--- src/rtl/ysyx_24090018_pkg.sv ---
// Shared decode constants, ALU operation enum and the ALU evaluation helper
// for the ysyx_24090018 RV32I integer datapath.
package ysyx_24090018_pkg;

    localparam int DATA_WIDTH = 32;
    localparam int REG_ADDR   = 5;
    localparam int REG_NUM    = 2 ** REG_ADDR;

    localparam logic [6:0] OP_IMM = 7'b0010011;
    localparam logic [6:0] OP     = 7'b0110011;
    localparam logic [6:0] LUI    = 7'b0110111;

    localparam logic [2:0] F3_ADD_SUB = 3'b000;
    localparam logic [2:0] F3_SLL     = 3'b001;
    localparam logic [2:0] F3_SLT     = 3'b010;
    localparam logic [2:0] F3_SLTU    = 3'b011;
    localparam logic [2:0] F3_XOR     = 3'b100;
    localparam logic [2:0] F3_SRL_SRA = 3'b101;
    localparam logic [2:0] F3_OR      = 3'b110;
    localparam logic [2:0] F3_AND     = 3'b111;

    localparam logic [6:0] F7_BASE = 7'b0000000;
    localparam logic [6:0] F7_ALT  = 7'b0100000;

    typedef enum logic [3:0] {
        ADD  = 4'd0,
        SUB  = 4'd1,
        SLL  = 4'd2,
        SLT  = 4'd3,
        SLTU = 4'd4,
        XOR  = 4'd5,
        SRL  = 4'd6,
        SRA  = 4'd7,
        OR   = 4'd8,
        AND  = 4'd9
    } alu_op_e;

    // Shift amount always comes from the low five bits of operand 2.
    function automatic logic [DATA_WIDTH-1:0] alu_exec(
        input alu_op_e               op,
        input logic [DATA_WIDTH-1:0] a,
        input logic [DATA_WIDTH-1:0] b
    );
        logic [4:0] sh;
        sh = b[4:0];
        case (op)
            ADD:     alu_exec = a + b;
            SUB:     alu_exec = a - b;
            SLL:     alu_exec = a << sh;
            SLT:     alu_exec = {{(DATA_WIDTH-1){1'b0}}, ($signed(a) < $signed(b))};
            SLTU:    alu_exec = {{(DATA_WIDTH-1){1'b0}}, (a < b)};
            XOR:     alu_exec = a ^ b;
            SRL:     alu_exec = a >> sh;
            SRA:     alu_exec = DATA_WIDTH'($signed(a) >>> sh);
            OR:      alu_exec = a | b;
            AND:     alu_exec = a & b;
            default: alu_exec = {DATA_WIDTH{1'b0}};
        endcase
    endfunction

endpackage

--- src/rtl/ysyx_24090018_idu_exu_rf_if.sv ---
// Fetch-side bus of the decode/execute/register-file block: instruction in,
// ALU operands and write-back data out.
interface ysyx_24090018_idu_exu_rf_if;
    import ysyx_24090018_pkg::*;

    logic [DATA_WIDTH-1:0] inst_i;
    logic [DATA_WIDTH-1:0] op1_o;
    logic [DATA_WIDTH-1:0] op2_o;
    logic [DATA_WIDTH-1:0] rf_wdata_o;

    modport master (
        output inst_i,
        input  op1_o,
        input  op2_o,
        input  rf_wdata_o
    );

    modport slave (
        input  inst_i,
        output op1_o,
        output op2_o,
        output rf_wdata_o
    );

endinterface

--- src/rtl/ysyx_24090018_idu_exu_rf_regfile.sv ---
// 32-entry integer register file: two asynchronous read ports, one
// synchronous write port, synchronous active-high clear; x0 is hard zero.
module ysyx_24090018_RegisterFile
    import ysyx_24090018_pkg::*;
(
    input  logic                  clk,
    input  logic                  rst,
    input  logic                  wen,
    input  logic [REG_ADDR-1:0]   waddr,
    input  logic [DATA_WIDTH-1:0] wdata,
    input  logic [REG_ADDR-1:0]   rs1,
    input  logic [REG_ADDR-1:0]   rs2,
    output logic [DATA_WIDTH-1:0] rdata1,
    output logic [DATA_WIDTH-1:0] rdata2
);

    logic [DATA_WIDTH-1:0] regs_q [REG_NUM];

    // Register storage: clear on reset, otherwise single write, x0 never written.
    always_ff @(posedge clk) begin
        if (rst) begin
            for (int i = 0; i < REG_NUM; i++) begin
                regs_q[i] <= {DATA_WIDTH{1'b0}};
            end
        end else if (wen && (waddr != {REG_ADDR{1'b0}})) begin
            regs_q[waddr] <= wdata;
        end
    end

    // No bypass: a read in the same cycle as a write sees the old contents.
    assign rdata1 = (rs1 == {REG_ADDR{1'b0}}) ? {DATA_WIDTH{1'b0}} : regs_q[rs1];
    assign rdata2 = (rs2 == {REG_ADDR{1'b0}}) ? {DATA_WIDTH{1'b0}} : regs_q[rs2];

endmodule

--- src/rtl/ysyx_24090018_idu_exu_rf.sv ---
// Single-cycle RV32I decode + ALU + register file (OP-IMM, OP, LUI).
// Define YSYX_24090018_OPTRACE_EN to print a per-cycle operand/result trace.
module ysyx_24090018_idu_exu_rf
    import ysyx_24090018_pkg::*;
(
    input  logic                       clk,
    input  logic                       rst,
    ysyx_24090018_idu_exu_rf_if.slave  bus
);

    logic [6:0]            opcode_s;
    logic [REG_ADDR-1:0]   rd_s;
    logic [2:0]            funct3_s;
    logic [REG_ADDR-1:0]   rs1_s;
    logic [REG_ADDR-1:0]   rs2_s;
    logic [6:0]            funct7_s;
    logic [DATA_WIDTH-1:0] imm_i_s;
    logic [DATA_WIDTH-1:0] imm_u_s;
    logic [DATA_WIDTH-1:0] rdata1_s;
    logic [DATA_WIDTH-1:0] rdata2_s;
    logic [DATA_WIDTH-1:0] op1_s;
    logic [DATA_WIDTH-1:0] op2_s;
    logic [DATA_WIDTH-1:0] result_s;
    logic                  legal_s;
    logic                  wen_s;
    alu_op_e               alu_op_s;

    assign opcode_s = bus.inst_i[6:0];
    assign rd_s     = bus.inst_i[11:7];
    assign funct3_s = bus.inst_i[14:12];
    assign rs1_s    = bus.inst_i[19:15];
    assign rs2_s    = bus.inst_i[24:20];
    assign funct7_s = bus.inst_i[31:25];
    assign imm_i_s  = {{20{bus.inst_i[31]}}, bus.inst_i[31:20]};
    assign imm_u_s  = {bus.inst_i[31:12], 12'h000};

    // Decode: select operands and ALU op; illegal encodings leave everything at zero.
    always_comb begin
        legal_s  = 1'b0;
        op1_s    = {DATA_WIDTH{1'b0}};
        op2_s    = {DATA_WIDTH{1'b0}};
        alu_op_s = ADD;
        case (opcode_s)
            OP_IMM: begin
                legal_s = 1'b1;
                op1_s   = rdata1_s;
                op2_s   = imm_i_s;
                case (funct3_s)
                    F3_ADD_SUB: alu_op_s = ADD;
                    F3_SLL:     alu_op_s = SLL;
                    F3_SLT:     alu_op_s = SLT;
                    F3_SLTU:    alu_op_s = SLTU;
                    F3_XOR:     alu_op_s = XOR;
                    F3_SRL_SRA: alu_op_s = bus.inst_i[30] ? SRA : SRL;
                    F3_OR:      alu_op_s = OR;
                    F3_AND:     alu_op_s = AND;
                    default:    alu_op_s = ADD;
                endcase
            end
            OP: begin
                if ((funct7_s == F7_BASE) || (funct7_s == F7_ALT)) begin
                    legal_s = 1'b1;
                    op1_s   = rdata1_s;
                    op2_s   = rdata2_s;
                    case (funct3_s)
                        F3_ADD_SUB: alu_op_s = funct7_s[5] ? SUB : ADD;
                        F3_SLL:     alu_op_s = SLL;
                        F3_SLT:     alu_op_s = SLT;
                        F3_SLTU:    alu_op_s = SLTU;
                        F3_XOR:     alu_op_s = XOR;
                        F3_SRL_SRA: alu_op_s = funct7_s[5] ? SRA : SRL;
                        F3_OR:      alu_op_s = OR;
                        F3_AND:     alu_op_s = AND;
                        default:    alu_op_s = ADD;
                    endcase
                end else begin
                    legal_s = 1'b0;
                end
            end
            LUI: begin
                legal_s  = 1'b1;
                op1_s    = {DATA_WIDTH{1'b0}};
                op2_s    = imm_u_s;
                alu_op_s = ADD;
            end
            default: begin
                legal_s = 1'b0;
            end
        endcase
    end

    assign result_s = legal_s ? alu_exec(alu_op_s, op1_s, op2_s) : {DATA_WIDTH{1'b0}};
    assign wen_s    = legal_s && (rd_s != {REG_ADDR{1'b0}}) && !rst;

    assign bus.op1_o      = op1_s;
    assign bus.op2_o      = op2_s;
    assign bus.rf_wdata_o = result_s;

    ysyx_24090018_RegisterFile u_rf (
        .clk    (clk),
        .rst    (rst),
        .wen    (wen_s),
        .waddr  (rd_s),
        .wdata  (result_s),
        .rs1    (rs1_s),
        .rs2    (rs2_s),
        .rdata1 (rdata1_s),
        .rdata2 (rdata2_s)
    );

`ifdef YSYX_24090018_OPTRACE_EN
    // Simulation-only trace of each retired cycle.
    always @(posedge clk) begin
        if (!rst) begin
            if (wen_s) begin
                $display("[OPTRACE] op1=%0d op2=%0d rf_wdata=%0d rd=%0d",
                         op1_s, op2_s, result_s, rd_s);
            end else begin
                $display("[OPTRACE] op1=%0d op2=%0d rf_wdata=%0d",
                         op1_s, op2_s, result_s);
            end
        end
    end
`else
`endif

endmodule

--- src/flat_wrapper.sv ---
// flat-port wrapper written by rule: the top's interface ports become plain ports
module ysyx_24090018_idu_exu_rf_flat import ysyx_24090018_pkg::*;
  (clk, rst, bus_inst_i, bus_op1_o, bus_op2_o, bus_rf_wdata_o);
  ysyx_24090018_idu_exu_rf_if bus_i ();
  input  logic clk;
  input  logic rst;
  input wire logic [$bits(bus_i.inst_i)-1:0] bus_inst_i;
  output wire logic [$bits(bus_i.op1_o)-1:0] bus_op1_o;
  output wire logic [$bits(bus_i.op2_o)-1:0] bus_op2_o;
  output wire logic [$bits(bus_i.rf_wdata_o)-1:0] bus_rf_wdata_o;
  assign bus_i.inst_i = bus_inst_i;
  assign bus_op1_o = bus_i.op1_o;
  assign bus_op2_o = bus_i.op2_o;
  assign bus_rf_wdata_o = bus_i.rf_wdata_o;
  ysyx_24090018_idu_exu_rf u_core (.clk(clk), .rst(rst), .bus(bus_i));
endmodule
--- config.mk ---
export PLATFORM = sky130hd
export DESIGN_NAME = ysyx_24090018_idu_exu_rf_flat
export DESIGN_NICKNAME = d
export VERILOG_FILES = /design/src/rtl/ysyx_24090018_pkg.sv /design/src/rtl/ysyx_24090018_idu_exu_rf_if.sv /design/src/rtl/ysyx_24090018_idu_exu_rf_regfile.sv /design/src/rtl/ysyx_24090018_idu_exu_rf.sv /design/src/flat_wrapper.sv
export SDC_FILE = /design/constraint.sdc
export NUM_CORES = 2
export LEC_CHECK = 0
export CORE_MARGIN = 3
export CORE_UTILIZATION = 45
export CTS_BUF_LIST = sky130_fd_sc_hd__clkbuf_4 sky130_fd_sc_hd__clkbuf_8
export DETAILED_ROUTE_END_ITERATION = 7
export DONT_BUFFER_PORTS = 1
export GPL_ROUTABILITY_DRIVEN = 0
export PLACE_DENSITY_LB_ADDON = 0.25
export SLEW_MARGIN = 40
export SYNTH_ARGS = -nofsm -noshare
export SYNTH_HDL_FRONTEND = slang
export SYNTH_SLANG_ARGS = --single-unit
--- constraint.sdc ---
create_clock -name clk -period 18.9 [get_ports clk]
set_input_delay 5.67 -clock clk [delete_from_list [all_inputs] [get_ports clk]]
set_output_delay 5.67 -clock clk [all_outputs]
set_load 0.005 [all_outputs]
==> results.json <==
{
  "r2r_end": "u_core.u_rf.regs_q[25][0]",
  "synth-edff-count": 1024,
  "setup_ws_ps": 361,
  "path_cells": "mux2_2, or3_1, and4b_1, or4_1, a21oi_4, inv_2, ha_1, fa_1, nor2b_1, o21ai_0, a211oi_1, o21ai_0, o311ai_1, a21oi_1, or3_1, o31ai_2, a31oi_1, nor2_1, a211oi_4, a21oi_1, buf_4",
  "grt_overflow_total": 0,
  "reg2reg_slack_ps": 10980,
  "p_seq_share_pct": 52.4,
  "final-hold-violation-count": 0,
  "grt_pass1_wl_mm": 373,
  "yosysTopAreaCell": "edfxtp_1",
  "nFillCells": 12400,
  "cts_buffer_depth": 3,
  "clock_sinks": 1024,
  "layout-drive-gt1-share_pct": 20.2,
  "pre_cts_ws_ps": 670,
  "antenna_found_initial": 14,
  "power.static_leakage_nw": 23.6,
  "wire_per_inst_um": 37.2,
  "syn_area_um2": 63700,
  "synthTopCellsByArea": "edfxtp_1 48%, mux4_2 14%, nor2_1 6.6%",
  "postCtsSetupRepairBufs": 0,
  "cp.required_ps": 13230,
  "tritoncts": "built",
  "cp_slowest_cell": "or4_1",
  "root_buffer": "clkbuf_8",
  "final_util_pct": 48.7,
  "grt.total_usage_pct": 35.8,
  "rsz0062_at_grt": "false",
  "post_cts_resized": 0,
  "setup_viol": 0,
  "dp_hpwl_mm": 164,
  "drv_slew": 0,
  "clockPowerShare_pct": 37.8,
  "status": "complete, but fails checks",
  "syn_inst": 5374,
  "synth_top_area_share_pct": 48.3,
  "final_area_um2": 68200,
  "reg2regPathDepth": 21,
  "fin_crit_sh_pct": 98.1,
  "routed_wl_mm": 268,
  "cp-end-kind": "output port",
  "drtIter0Drc": 9344,
  "r2r-start": "u_core.u_rf.regs_q[19][0]",
  "fin_setup_tns_ps": 0,
  "slew_headroom_pct": 20.8,
  "holdWs_ps": 2180,
  "p_int_mw": 3.73,
  "clock-skew-final_ps": 47.4,
  "finalCriticalPeriod_ps": 18540,
  "largest_register_ffs": 1024,
  "grt_max_degree": 322,
  "syn2layout_area_growth_pct": 7.10,
  "synthFlopType": "edfxtp_1",
  "slowest_delay_ps": 840,
  "ys_seq_area_share_pct": 48.3,
  "synthArstFlopShare_pct": 0,
  "core_area_um2": 140000,
  "initial_core_util_pct": 45.5,
  "arrival_ps": 12870,
  "worstSetupEndpoint": "bus_rf_wdata_o[30]",
  "die_h_um": 382,
  "port-buffer-count": 0,
  "critical_path_class": "primary input to output port",
  "hold_class": "register to register",
  "grt_pass1_vias": 49400,
  "seqCellArea_um2": 30700,
  "maxCapViolCount": 0,
  "power.density_nw_per_um2": 73.1,
  "drc": 15,
  "swShare_pct": 25.3,
  "ys_ff_latch": 1024,
  "htreeDepth": 4,
  "setup.worst_path.start": "bus_inst_i[20]",
  "rows": 137,
  "yosys_warnings": 0,
  "violations": "DRC",
  "top_register": "u_core.u_rf.regs_q",
  "cts_hold_buffers": 0,
  "via_count": 51900,
  "nets": 5337,
  "tightest_slew_ps": 1190,
  "place_area_um2": 65100,
  "die_x_um": 382,
  "ant_nets": 0,
  "dr.pass1.iters": 8,
  "dieArea_um2": 146000,
  "synth_area_per_cell_um2": 11.9,
  "numCtsBuffers": 163,
  "fmaxAchievable_ghz": 0.0539,
  "clock_latency_ps": 910,
  "cp_max_fo": 321,
  "multi_input_area_um2": 30300,
  "vdd_drop_max_mv": 0.0737,
  "ios": 130,
  "synth_cell_type_count": 118,
  "top_regs": "u_core.u_rf.regs_q x1024",
  "final_common_cell": "nor2_1",
  "worst_setup_path_start_kind": "primary input",
  "switchingPower_mw": 1.26,
  "clkTransAtPathRegs_ps": 70,
  "final_cell_mix": "1106 x nor2_1, 1024 x edfxtp_1, 385 x mux4_2",
  "viasPerCell": 7.21,
  "p_comb_share_pct": 9.8
}
-- routing by layer --
metal / vias to the layer above / wire, µm / track usage, %
li1: 20300 / - / -
met1: 25800 / 91700 / 44.8
met2: 4700 / 115000 / 53.0
met3: 1199 / 40300 / 12.3
met4: 12 / 21800 / 23.0
met5: - / 202 / 0
-- synth_stat cells (95+ instances only) --
cell and number:
a22oi_1 95, o211ai_1 138, nor2_1 1113, inv_1 113, mux2i_1 306, clkbuf_1 222, buf_2 149, o21ai_0 132
edfxtp_1 1024, mux4_2 385, a21oi_1 229, nand2_1 207
-- stage by stage --
step / total power [mW] / instances
finish: 4.99 / 7209
global route: 5.10 / 7202
detailed placement: 3.12 / 6920
CTS: 4.96 / 7200
global placement: 3.11 / 6915
floorplan: 3.01 / 5405
-- cells by family after synthesis --
kind of cell / share of synthesized area [%]
multiplexers: 20.4
other: 0.00589
flip-flops: 48.3
AO/OA/AOI/OAI: 12.2
AND/OR/NAND/NOR: 11.7
buffers and inverters: 5.32
adder cells (fa/ha/maj): 1.85
XOR/XNOR: 0.261
-- worst min-delay path by stage --
stage / from / to / slack, ps / cells past startpoint
after global placement: u_core.u_rf.regs_q[6][7] / u_core.u_rf.regs_q[10][7] / 2100 / 11
after CTS: u_core.u_rf.regs_q[5][24] / u_core.u_rf.regs_q[4][24] / 2120 / 7
final: u_core.u_rf.regs_q[5][24] / u_core.u_rf.regs_q[4][24] / 2180 / 7
after global routing: u_core.u_rf.regs_q[5][24] / u_core.u_rf.regs_q[4][24] / 2230 / 7
after floorplan: u_core.u_rf.regs_q[24][13] / u_core.u_rf.regs_q[6][13] / 1270 / 10
after detailed placement: u_core.u_rf.regs_q[6][7] / u_core.u_rf.regs_q[13][7] / 2120 / 10
-- critical path: cells and delay by family --
family / cells / cell delay (ps)
and+or+nand+nor: 6 / 2290
muxes: 1 / 430
AOI/OAI and AO/OA: 10 / 3240
adders and majority gates: 2 / 700
buffers and inverters: 2 / 290
-- power groups by stage --
stage	clock [mW]	combinational, mW	sequential (mW)
finish	1.89	0.491	2.61
global route	1.98	0.494	2.62
CTS	1.88	0.467	2.61
detailed placement	0	0.466	2.66
global placement	0	0.461	2.65
floorplan	0	0.365	2.64
-- final cells by class --
| cell class | instances | share of cell area (%) |
|---|---|---|
| Clock inverter | 75 | 0.726 |
| Sequential cell | 1024 | 45.1 |
| Multi-Input combinational cell | 3732 | 44.4 |
| Tap cell | 1876 | 3.44 |
| Antenna cell | 8 | 0.0293 |
| Clock buffer | 205 | 3.76 |
| Timing Repair Buffer | 163 | 1.88 |
| Inverter | 126 | 0.693 |
No activity file was read; power rests on OpenSTA's default activity.
